--- src/rtl/carry4_cin_sweep_ctrl_if.sv ---
// Bus between the CARRY4 sweep sequencer and the CARRY4 under test plus its
// start/status handshake. master = sequencer side, slave = CARRY4/observer side.
interface carry4_cin_sweep_ctrl_if #(
    parameter int ERR_W = 16
) ();
    logic             start;
    logic             carry_ci;
    logic             carry_cyinit;
    logic [3:0]       carry_di;
    logic [3:0]       carry_s;
    logic [3:0]       carry_o;
    logic [3:0]       carry_co;
    logic             busy;
    logic             done;
    logic             pass;
    logic [ERR_W-1:0] err_count;
    logic             err_sat;
    logic [9:0]       first_fail_vec;

    modport master (
        input  start, carry_o, carry_co,
        output carry_ci, carry_cyinit, carry_di, carry_s,
        output busy, done, pass, err_count, err_sat, first_fail_vec
    );

    modport slave (
        output start, carry_o, carry_co,
        input  carry_ci, carry_cyinit, carry_di, carry_s,
        input  busy, done, pass, err_count, err_sat, first_fail_vec
    );
endinterface

--- src/rtl/carry4_cin_sweep_ctrl.sv ---
// Sweeps all 1024 carry-in/DI/S vectors into an external CARRY4, waits SETTLE
// cycles per vector, compares O/CO against a reference carry chain and keeps a
// saturating failure count plus the index of the first failing vector.
module carry4_cin_sweep_ctrl #(
    parameter int SETTLE = 2,
    parameter int ERR_W  = 16
) (
    input  logic                     clk,
    input  logic                     rst,
    carry4_cin_sweep_ctrl_if.master  bus
);

    typedef enum logic [2:0] {
        S_IDLE,
        S_DRIVE,
        S_WAIT,
        S_CHECK,
        S_DONE
    } state_t;

    localparam logic [7:0]       WAIT_LAST = 8'(SETTLE - 1);
    localparam logic [9:0]       VEC_LAST  = 10'd1023;
    localparam logic [ERR_W-1:0] ERR_ONE   = ERR_W'(1);

    state_t           r_state;
    state_t           w_next;
    logic [9:0]       r_vec;
    logic [7:0]       r_wait;
    logic             r_ci;
    logic             r_cyinit;
    logic [3:0]       r_di;
    logic [3:0]       r_s;
    logic             r_busy;
    logic             r_done;
    logic [ERR_W-1:0] r_err;
    logic [9:0]       r_ffv;
    logic [7:0]       w_exp;
    logic             w_fail;
    logic             w_sat;

    // Reference CARRY4: returns {O[3:0], CO[3:0]} for vector {src_sel, cin, di, s}.
    function automatic logic [7:0] carry_model(input logic [9:0] v);
        logic [4:0] c;
        logic [3:0] o;
        c[0] = v[8];
        for (int i = 0; i < 4; i++) begin
            c[i+1] = v[i] ? c[i] : v[4+i];
            o[i]   = v[i] ^ c[i];
        end
        return {o, c[4:1]};
    endfunction

    assign w_exp  = carry_model(r_vec);
    assign w_fail = ({bus.carry_o, bus.carry_co} != w_exp);
    assign w_sat  = &r_err;

    // State register.
    always_ff @(posedge clk or posedge rst) begin
        if (rst) r_state <= S_IDLE;
        else     r_state <= w_next;
    end

    // Next-state decode; start is only honoured from IDLE or DONE.
    always_comb begin
        w_next = r_state;
        unique case (r_state)
            S_IDLE:  if (bus.start) w_next = S_DRIVE;
            S_DRIVE: w_next = S_WAIT;
            S_WAIT:  if (r_wait == WAIT_LAST) w_next = S_CHECK;
            S_CHECK: w_next = (r_vec == VEC_LAST) ? S_DONE : S_DRIVE;
            S_DONE:  if (bus.start) w_next = S_DRIVE;
            default: w_next = S_IDLE;
        endcase
    end

    // Vector counter, drive registers, settle counter and result bookkeeping.
    always_ff @(posedge clk or posedge rst) begin
        if (rst) begin
            r_vec    <= '0;
            r_wait   <= '0;
            r_ci     <= 1'b0;
            r_cyinit <= 1'b0;
            r_di     <= '0;
            r_s      <= '0;
            r_busy   <= 1'b0;
            r_done   <= 1'b0;
            r_err    <= '0;
            r_ffv    <= '0;
        end else begin
            unique case (r_state)
                S_IDLE, S_DONE: begin
                    if (bus.start) begin
                        r_vec  <= '0;
                        r_err  <= '0;
                        r_ffv  <= '0;
                        r_done <= 1'b0;
                        r_busy <= 1'b1;
                    end
                end
                S_DRIVE: begin
                    // src_sel picks which carry input carries cin; the other stays 0.
                    r_ci     <= ~r_vec[9] & r_vec[8];
                    r_cyinit <=  r_vec[9] & r_vec[8];
                    r_di     <= r_vec[7:4];
                    r_s      <= r_vec[3:0];
                    r_wait   <= '0;
                end
                S_WAIT: begin
                    r_wait <= r_wait + 8'd1;
                end
                S_CHECK: begin
                    if (w_fail) begin
                        if (!w_sat)        r_err <= r_err + ERR_ONE;
                        if (r_err == '0)   r_ffv <= r_vec;
                    end
                    if (r_vec == VEC_LAST) begin
                        r_done   <= 1'b1;
                        r_busy   <= 1'b0;
                        r_ci     <= 1'b0;
                        r_cyinit <= 1'b0;
                        r_di     <= '0;
                        r_s      <= '0;
                    end else begin
                        r_vec <= r_vec + 10'd1;
                    end
                end
                default: ;
            endcase
        end
    end

    assign bus.carry_ci       = r_ci;
    assign bus.carry_cyinit   = r_cyinit;
    assign bus.carry_di       = r_di;
    assign bus.carry_s        = r_s;
    assign bus.busy           = r_busy;
    assign bus.done           = r_done;
    assign bus.pass           = r_done & (r_err == '0);
    assign bus.err_count      = r_err;
    assign bus.err_sat        = w_sat;
    assign bus.first_fail_vec = r_ffv;

endmodule
--- src/flat_wrapper.sv ---
// flat-port wrapper written by rule: the top's interface ports become plain ports
module carry4_cin_sweep_ctrl_flat 
#(
    parameter int SETTLE = 2,
    parameter int ERR_W  = 16
)
  (clk, rst, bus_start, bus_carry_o, bus_carry_co, bus_carry_ci, bus_carry_cyinit, bus_carry_di, bus_carry_s, bus_busy, bus_done, bus_pass, bus_err_count, bus_err_sat, bus_first_fail_vec);
  carry4_cin_sweep_ctrl_if #(.ERR_W(ERR_W)) bus_i ();
  input  logic clk;
  input  logic rst;
  input wire logic [$bits(bus_i.start)-1:0] bus_start;
  input wire logic [$bits(bus_i.carry_o)-1:0] bus_carry_o;
  input wire logic [$bits(bus_i.carry_co)-1:0] bus_carry_co;
  output wire logic [$bits(bus_i.carry_ci)-1:0] bus_carry_ci;
  output wire logic [$bits(bus_i.carry_cyinit)-1:0] bus_carry_cyinit;
  output wire logic [$bits(bus_i.carry_di)-1:0] bus_carry_di;
  output wire logic [$bits(bus_i.carry_s)-1:0] bus_carry_s;
  output wire logic [$bits(bus_i.busy)-1:0] bus_busy;
  output wire logic [$bits(bus_i.done)-1:0] bus_done;
  output wire logic [$bits(bus_i.pass)-1:0] bus_pass;
  output wire logic [$bits(bus_i.err_count)-1:0] bus_err_count;
  output wire logic [$bits(bus_i.err_sat)-1:0] bus_err_sat;
  output wire logic [$bits(bus_i.first_fail_vec)-1:0] bus_first_fail_vec;
  assign bus_i.start = bus_start;
  assign bus_i.carry_o = bus_carry_o;
  assign bus_i.carry_co = bus_carry_co;
  assign bus_carry_ci = bus_i.carry_ci;
  assign bus_carry_cyinit = bus_i.carry_cyinit;
  assign bus_carry_di = bus_i.carry_di;
  assign bus_carry_s = bus_i.carry_s;
  assign bus_busy = bus_i.busy;
  assign bus_done = bus_i.done;
  assign bus_pass = bus_i.pass;
  assign bus_err_count = bus_i.err_count;
  assign bus_err_sat = bus_i.err_sat;
  assign bus_first_fail_vec = bus_i.first_fail_vec;
  carry4_cin_sweep_ctrl #(.SETTLE(SETTLE), .ERR_W(ERR_W)) u_core (.clk(clk), .rst(rst), .bus(bus_i));
endmodule
--- config.mk ---
export PLATFORM = sky130hd
export DESIGN_NAME = carry4_cin_sweep_ctrl_flat
export DESIGN_NICKNAME = d
export VERILOG_FILES = /design/src/rtl/carry4_cin_sweep_ctrl_if.sv /design/src/rtl/carry4_cin_sweep_ctrl.sv /design/src/flat_wrapper.sv
export SDC_FILE = /design/constraint.sdc
export NUM_CORES = 1
export LEC_CHECK = 0
export CAP_MARGIN = 20
export CELL_PAD_IN_SITES_DETAIL_PLACEMENT = 1
export CELL_PAD_IN_SITES_GLOBAL_PLACEMENT = 2
export CORE_UTILIZATION = 31
export CTS_BUF_LIST = sky130_fd_sc_hd__clkbuf_8
export DETAILED_ROUTE_END_ITERATION = 6
export GPL_TIMING_DRIVEN = 0
export PLACE_DENSITY_LB_ADDON = 0.1
export REMOVE_ABC_BUFFERS = 1
export SLEW_MARGIN = 20
export SYNTH_ARGS = -nofsm -noshare
export SYNTH_HDL_FRONTEND = slang
export SYNTH_SLANG_ARGS = --single-unit
--- constraint.sdc ---
create_clock -name clk -period 2.07 [get_ports clk]
set_input_delay 0.3105 -clock clk [delete_from_list [all_inputs] [get_ports clk]]
set_output_delay 0.3105 -clock clk [all_outputs]
set_load 0.005 [all_outputs]
Yosys cells after proc, flatten, opt, wreduce, memory -nomap -nowiden
Cells that the tools add are included.
{ "word_totals": {"elab_cells": 79, "reg_bits": 59} }
{ "classes": {"reduce_logical": 13, "n_mux": 30, "bitwise_logic": 8, "n_addsub": 3, "n_eq_ne": 14} }
{ "op_table": {"columns": ["cell", "n"], "rows": [
  ["16-bit two-way mux", 3],
  ["10-bit two-way mux", 4],
  ["10-bit case mux with 2 select lines", 2],
  ["16-bit case mux with 2 select lines", 1],
  ["16-bit by 1-bit adder with 16-bit output, second input constant", 1],
  ["16-bit logical NOT", 1],
  ["4-bit case mux with 2 select lines", 2],
  ["8-bit case mux with 2 select lines", 1],
  ["16-bit AND reduction", 1],
  ["3-bit case mux with 4 select lines", 1],
  ["10-bit by 1-bit adder with 10-bit output, second input constant", 1],
  ["10-bit equality test, second input constant", 1],
  ["2-bit by 1-bit inequality test with 1-bit output, second input constant", 5],
  ["3-bit two-way mux", 3],
  ["8-bit by 1-bit adder with 8-bit output, second input constant", 1],
  ["8-bit by 1-bit equality test with 1-bit output, second input constant", 1],
  ["1-bit two-way mux", 8],
  ["8-bit inequality test", 1],
  ["1-bit case mux with 2 select lines", 4],
  ["4-bit AND reduction", 2],
  ["3-bit by 2-bit equality test with 1-bit output, second input constant", 2],
  ["3-bit AND reduction", 2],
  ["2-bit nonzero test", 3],
  ["4-bit two-way mux", 1],
  ["other kinds (9)", 16]
]} }

Logic depth before layout (Yosys ltp)
Gate-level depths: netlist of the first run.
{ "depth": {"depth_word": 7, "depth_mapped": 10} }

Least setup slack after synthesis of the first run
Ideal clock, no wire load.
{ "synth_path": {"kind": "register to register", "from": "register u_core.r_vec[0]", "to": "register u_core.r_ffv[8] (netlist: u_core.bus.first_fail_vec[8])", "arrival_ns": 1.949, "period_less_slack_ns": 2.070, "path_slack_ns": 0.000, "path_stages_with_launch": 11, "cell_sequence": "dfrtp_1 -> buf_6 -> mux2i_2 -> o221ai_2 -> mux2i_1 -> xor2_1 -> and4_1 -> buf_6 -> a21o_1 -> buf_4 -> a22o_1"} }
{ "synth_via": {"elab_chain_len": 7, "word_cells_on_any_way": 11, "classes_between": "eq/ne: 2; mux: 4; bitwise: 4; reduce/logical: 1"} }
{ "synth_rtl": {"columns": ["element", "line_no", "rtl"], "rows": [
  ["start: declaration", "carry4_cin_sweep_ctrl.sv:27", "logic [9:0] r_vec;"],
  ["start signal: assignment", "carry4_cin_sweep_ctrl.sv:124", "r_vec <= r_vec + 10'd1;"],
  ["1-bit two-way mux (3 in series)", "carry4_cin_sweep_ctrl.sv:47", "c[i+1] = v[i] ? c[i] : v[4+i];"],
  ["1-bit two-way mux / 1-bit XOR (equally long branches)", "carry4_cin_sweep_ctrl.sv:47, carry4_cin_sweep_ctrl.sv:48", null],
  ["8-bit inequality test (*)", "carry4_cin_sweep_ctrl.sv:54", "assign w_fail = ({bus.carry_o, bus.carry_co} != w_exp);"],
  ["2-bit by 1-bit inequality test with 1-bit output (no line) (*)", null, null],
  ["4-bit AND reduction (no line) (*)", null, null],
  ["end signal: assignment", "carry4_cin_sweep_ctrl.sv:114", "if (r_err == '0) r_ffv <= r_vec;"],
  ["end: declaration", "carry4_cin_sweep_ctrl.sv:36", "logic [9:0] r_ffv;"]
]} }
Mark *: on every way between the ends. The rest lies on a longest branch, timed or not.
A chain may end at the register's enable or synchronous reset.

Worst setup path after layout of the first run
{ "layout_path": {"from": "register u_core.r_vec[0]", "to": "register u_core.r_vec[3]"} }
{ "layout_via": {"elab_chain_len": 3, "word_cells_on_any_way": 6, "classes_between": "add/sub: 1; eq/ne: 2; mux: 2; reduce/logical: 1"} }
{ "layout_rtl": {"columns": ["element", "line_no"], "rows": [
  ["10-bit by 1-bit adder with 10-bit output / 10-bit equality test (equally long branches)", "carry4_cin_sweep_ctrl.sv:124, carry4_cin_sweep_ctrl.sv:116"],
  ["10-bit two-way mux / 2-bit inequality test (equally long branches)", null],
  ["10-bit case mux with 2 select lines / 3-bit AND reduction (equally long branches)", null]
]} }
Several ways; a longest one is shown, not always the timed one. The select of a mux whose other input is x is not followed.

==> impl_results.md, run 1 <==
- Tot Pwr: 2.56 mW
- Layout area overhead: 37.8%
- Pwr Density: 572 nW/um2
- CTS tree: built
- Min-Delay Path Class: input port to asynchronous set/reset pin
- Setup violations, final: 9
- Initial antenna violation count: 0
- Post-synth top flop: dfrtp_1
- Synth Warn #: 0
- Worst flop-to-flop path startpoint: u_core.r_vec[0]$_DFFE_PP0P_
- RD Place Congestion: 0.703
- Hold bufs inserted after CTS: 0
- Reg clk slew, reported paths: 0.08 ns
- Endpoint type of the worst setup path: register
- RSZ-0062 raised after global routing: yes
- Clock Sinks: 59
- Worst Clk Skew: 0.0122 ns
- Violated checks: setup timing
- Antenna-violating nets left: 0
- Int Pwr: 1.87 mW
- Fill count: 1172
- Clock Path Buffers: 2
- Std-Cell Rows: 37
- ANT cells: 0
- Async S/R FF share, synth: 100%
- CTS Root Cell: clkbuf_8
- VDD IR max: 0.242 mV
- Worst slack, placed: -0.748 ns
- WS Path Type: register to register
- Cell Count Post-Placement: 519
- First-pass GRT wire length: 15.3 mm
- Post-synth EDFFs: 0
- H-tree depth: 3
- Initial DRT Pass Iterations: 6
- Vias in the first global route: 2915
- Sequential fraction of the synthesis area: 45.4%
- Total gr overflow: 0
- Clk pwr share: 38.5%
- Sequential Power Share: 48.7%
- Share of cells above drive strength 1: 26.3%
- Non-filler instance count after layout: 569
- Worst Path Required: 2.30 ns
- Starting Density: 31.8%
- Clk_lat worst skew: 0.34 ns
- Clock buffer count from CTS: 9
- Post-synthesis cell type count: 48
- Static Leak: 1.84 nW
- Core Area: 10200 um2
- Synth Instances: 347
- CP arrival: 2.37 ns
- Width of the chip: 104 um
- Detailed Route Iter0 Violations: 91
- HPWL Detailed: 5.97 mm
- Final Hold Fails: 0
- Worst setup margin: -0.0725 ns
- Largest net degree at the start of global routing: 51
- Max Fclk: 467 MHz
- IO buf count: 50
- NetSw: 0.690 mW
- Headroom to the max-slew limit: 60.5%
- Actual slew at the worst max-slew pin: 0.588 ns
- Fin crit share: 104%
- Net Sw Frac: 26.9%
- Final nets: 445
- Drt via density: 4.95
- Netlist Area Pre-Place: 3250 um2
- # IOs: 51
- Max-cap check violation count: 0
- Die height: 104 um
- Via count: 2815
- Total Wirelength: 9.24 mm
- Total GRT Usage: 18.0%
- Status: complete, but fails checks
- Remaining DRCs: 0
- Crit path time final: 2.14 ns
- Max Slew Vio Count: 0
- Average cell area after synthesis: 9.36 um2
- CP Launch Type: register
- Worst R2R Path Depth: 9
- DR WL/cell: 16.2 um
- Die ar.: 10900 um2
- Flop2flop setup slack: -0.07 ns
- Reg2reg end: u_core.r_vec[3]$_DFFE_PP0P_
- Post-synthesis register bit count: 59
- Highest net fanout along the worst path: 4
- Setup TNS: -0.251 ns
- Combinational fraction of design power: 12.8%
==> worst max path at each step <==
stage / end / cells after the start / slack (ns) / startpoint
floorplan: u_core.bus.first_fail_vec[0]$_DFFE_PP0P_ / 7 / -0.09 / u_core.r_vec[0]$_DFFE_PP0P_
global placement: u_core.r_vec[9]$_DFFE_PP0P_ / 8 / -1.19 / bus_start
detailed placement: u_core.bus.first_fail_vec[3]$_DFFE_PP0P_ / 7 / -0.75 / u_core.r_vec[0]$_DFFE_PP0P_
CTS: u_core.bus.err_count[15]$_DFFE_PP0P_ / 8 / -0.07 / u_core.r_vec[0]$_DFFE_PP0P_
global route: u_core.r_vec[3]$_DFFE_PP0P_ / 9 / -0.15 / u_core.r_vec[0]$_DFFE_PP0P_
finish: u_core.r_vec[3]$_DFFE_PP0P_ / 9 / -0.07 / u_core.r_vec[0]$_DFFE_PP0P_
==> power groups by stage <==
stage                     logic, mW  registers, mW  clock network (mW)
final                         0.329           1.25               0.986
after global routing          0.358           1.26                1.06
after CTS                     0.318           1.25                1.02
after detailed placement      0.272           1.27                   0
after global placement        0.255           1.27                   0
after floorplan               0.138           1.26                   0
==> critical path, stage by stage, from the launching register on <==
cell and delay, ns:
dfrtp_2 0.43, buf_4 0.14, ha_4 0.15, nand3_1 0.07
or4_4 0.44, a21o_1 0.24, nand4_1 0.21, buf_4 0.16
xor2_1 0.14, nor2_1 0.05
==> routing by layer <==
metal	part of all wire, %	wire length, um	GRT usage, %
met4	1.1	101	7.04
met1	49	4560	24.8
met5	0	0	0
met3	1.9	177	2.32
met2	48	4400	28.5
==> metrics by stage <==
stage | util (%) | hold slack [ns] | instance area [um2]
after floorplan | - | 0.458 | 3100
after global placement | 36.9 | 0.484 | 3770
after detailed placement | 37.4 | 0.491 | 3830
after CTS | 42.2 | 0.206 | 4320
after global routing | 43.8 | 0.236 | 4480
final | 43.8 | 0.217 | 4480
==> flip-flops by register name, summed over array words and instances (netlist names) <==
register,cells
u_core.r_state,3
u_core.bus.carry_di,4
u_core.bus.done,1
u_core.bus.busy,1
u_core.bus.carry_s,4
u_core.bus.err_count,16
u_core.r_wait,8
u_core.bus.carry_ci,1
u_core.bus.carry_cyinit,1
u_core.r_vec,10
u_core.bus.first_fail_vec,10
==> Yosys cell counts (2+ instances only) <==
master / number / area (um2)
nor4b_1: 2 / 17.5
a21oi_1: 5 / 25.0
or2_2: 8 / 50.1
nor2_1: 31 / 116
nand2b_1: 10 / 62.6
xnor2_1: 6 / 52.6
nor3_1: 3 / 15.0
buf_6: 8 / 90.1
and2_1: 6 / 37.5
dfrtp_1: 59 / 1480
buf_4: 3 / 22.5
or3_1: 3 / 18.8
nand2_1: 52 / 195
xor2_1: 8 / 70.1
a21o_1: 2 / 15.0
ha_1: 5 / 62.6
nand3_1: 13 / 65.1
and4_1: 2 / 17.5
or4_1: 2 / 15.0
o21ai_0: 34 / 170
nand4_1: 8 / 50.1
mux2i_1: 5 / 50.1
clkbuf_1: 5 / 18.8
inv_1: 10 / 37.5
o22ai_1: 2 / 12.5
and3_1: 7 / 43.8
nor4_1: 5 / 31.3
a22o_1: 23 / 201
==> timing repair <==
item | 4_1_cts | 5_1_grt
gates cloned | 2 | 0
gates resized for setup | 52 | 17
buffers inserted | 19 | 14
pin swaps | 28 | 17
setup endpoints to repair | 41 | 43
==> placed cells by master, fill, tap and decap left out, types with 2 or more instances in the layout <==
| master | netlist | routed |
|---|---|---|
| dfrtp_1 | 59 | 47 |
| buf_12 | 0 | 2 |
| clkdlybuf4s50_1 | 0 | 48 |
| and2_1 | 6 | 3 |
| o21ai_0 | 34 | 25 |
| nor3_1 | 3 | 2 |
| nand2b_4 | 1 | 2 |
| and3_1 | 7 | 3 |
| nor4_1 | 5 | 3 |
| xor2_1 | 8 | 8 |
| clkinv_2 | 0 | 2 |
| xnor2_1 | 6 | 6 |
| nand3_1 | 13 | 13 |
| and2_4 | 0 | 3 |
| or2_2 | 8 | 8 |
| buf_4 | 3 | 31 |
| dfrtp_2 | 0 | 12 |
| ha_4 | 0 | 2 |
| a21oi_1 | 5 | 5 |
| o21ai_2 | 0 | 8 |
| buf_6 | 8 | 2 |
| and4_4 | 0 | 3 |
| nand2b_1 | 10 | 10 |
| mux2i_1 | 5 | 5 |
| a22o_1 | 23 | 23 |
| nor4_2 | 0 | 2 |
| nor2_1 | 31 | 30 |
| or3_1 | 3 | 3 |
| clkbuf_8 | 1 | 11 |
| inv_1 | 10 | 9 |
| nand4_1 | 8 | 8 |
| and3_4 | 0 | 3 |
| ha_1 | 5 | 2 |
| o22ai_1 | 2 | 2 |
| nand2_1 | 52 | 52 |
==> final cells by class <==
cell class	count	area [um2]	share of cell area [%]
Tap cell	136	170	3.80
Multi-Input combinational cell	263	1780	39.7
Sequential cell	59	1490	33.3
Timing Repair Buffer	86	820	18.3
Clock buffer	11	151	3.38
Clock inverter	4	26.3	0.587
Inverter	10	40.0	0.894
==> logic make-up after synthesis <==
kind of cell	synth area share (%)
AND/OR/NAND/NOR	25.4
AO/OA/AOI/OAI	15.4
flip-flops	45.4
buffers and inverters	5.62
XOR/XNOR	4.27
multiplexers	1.96
adder cells (fa/ha/maj)	1.93
Note: power is estimated with default switching activity, not from simulation.
==> run 2, diff against run 1 <==
Settings changed: CAP_MARGIN 20 to default.
==> results of run 2 <==
No change in the layout: final DEF, timing and power equal those of run 1.
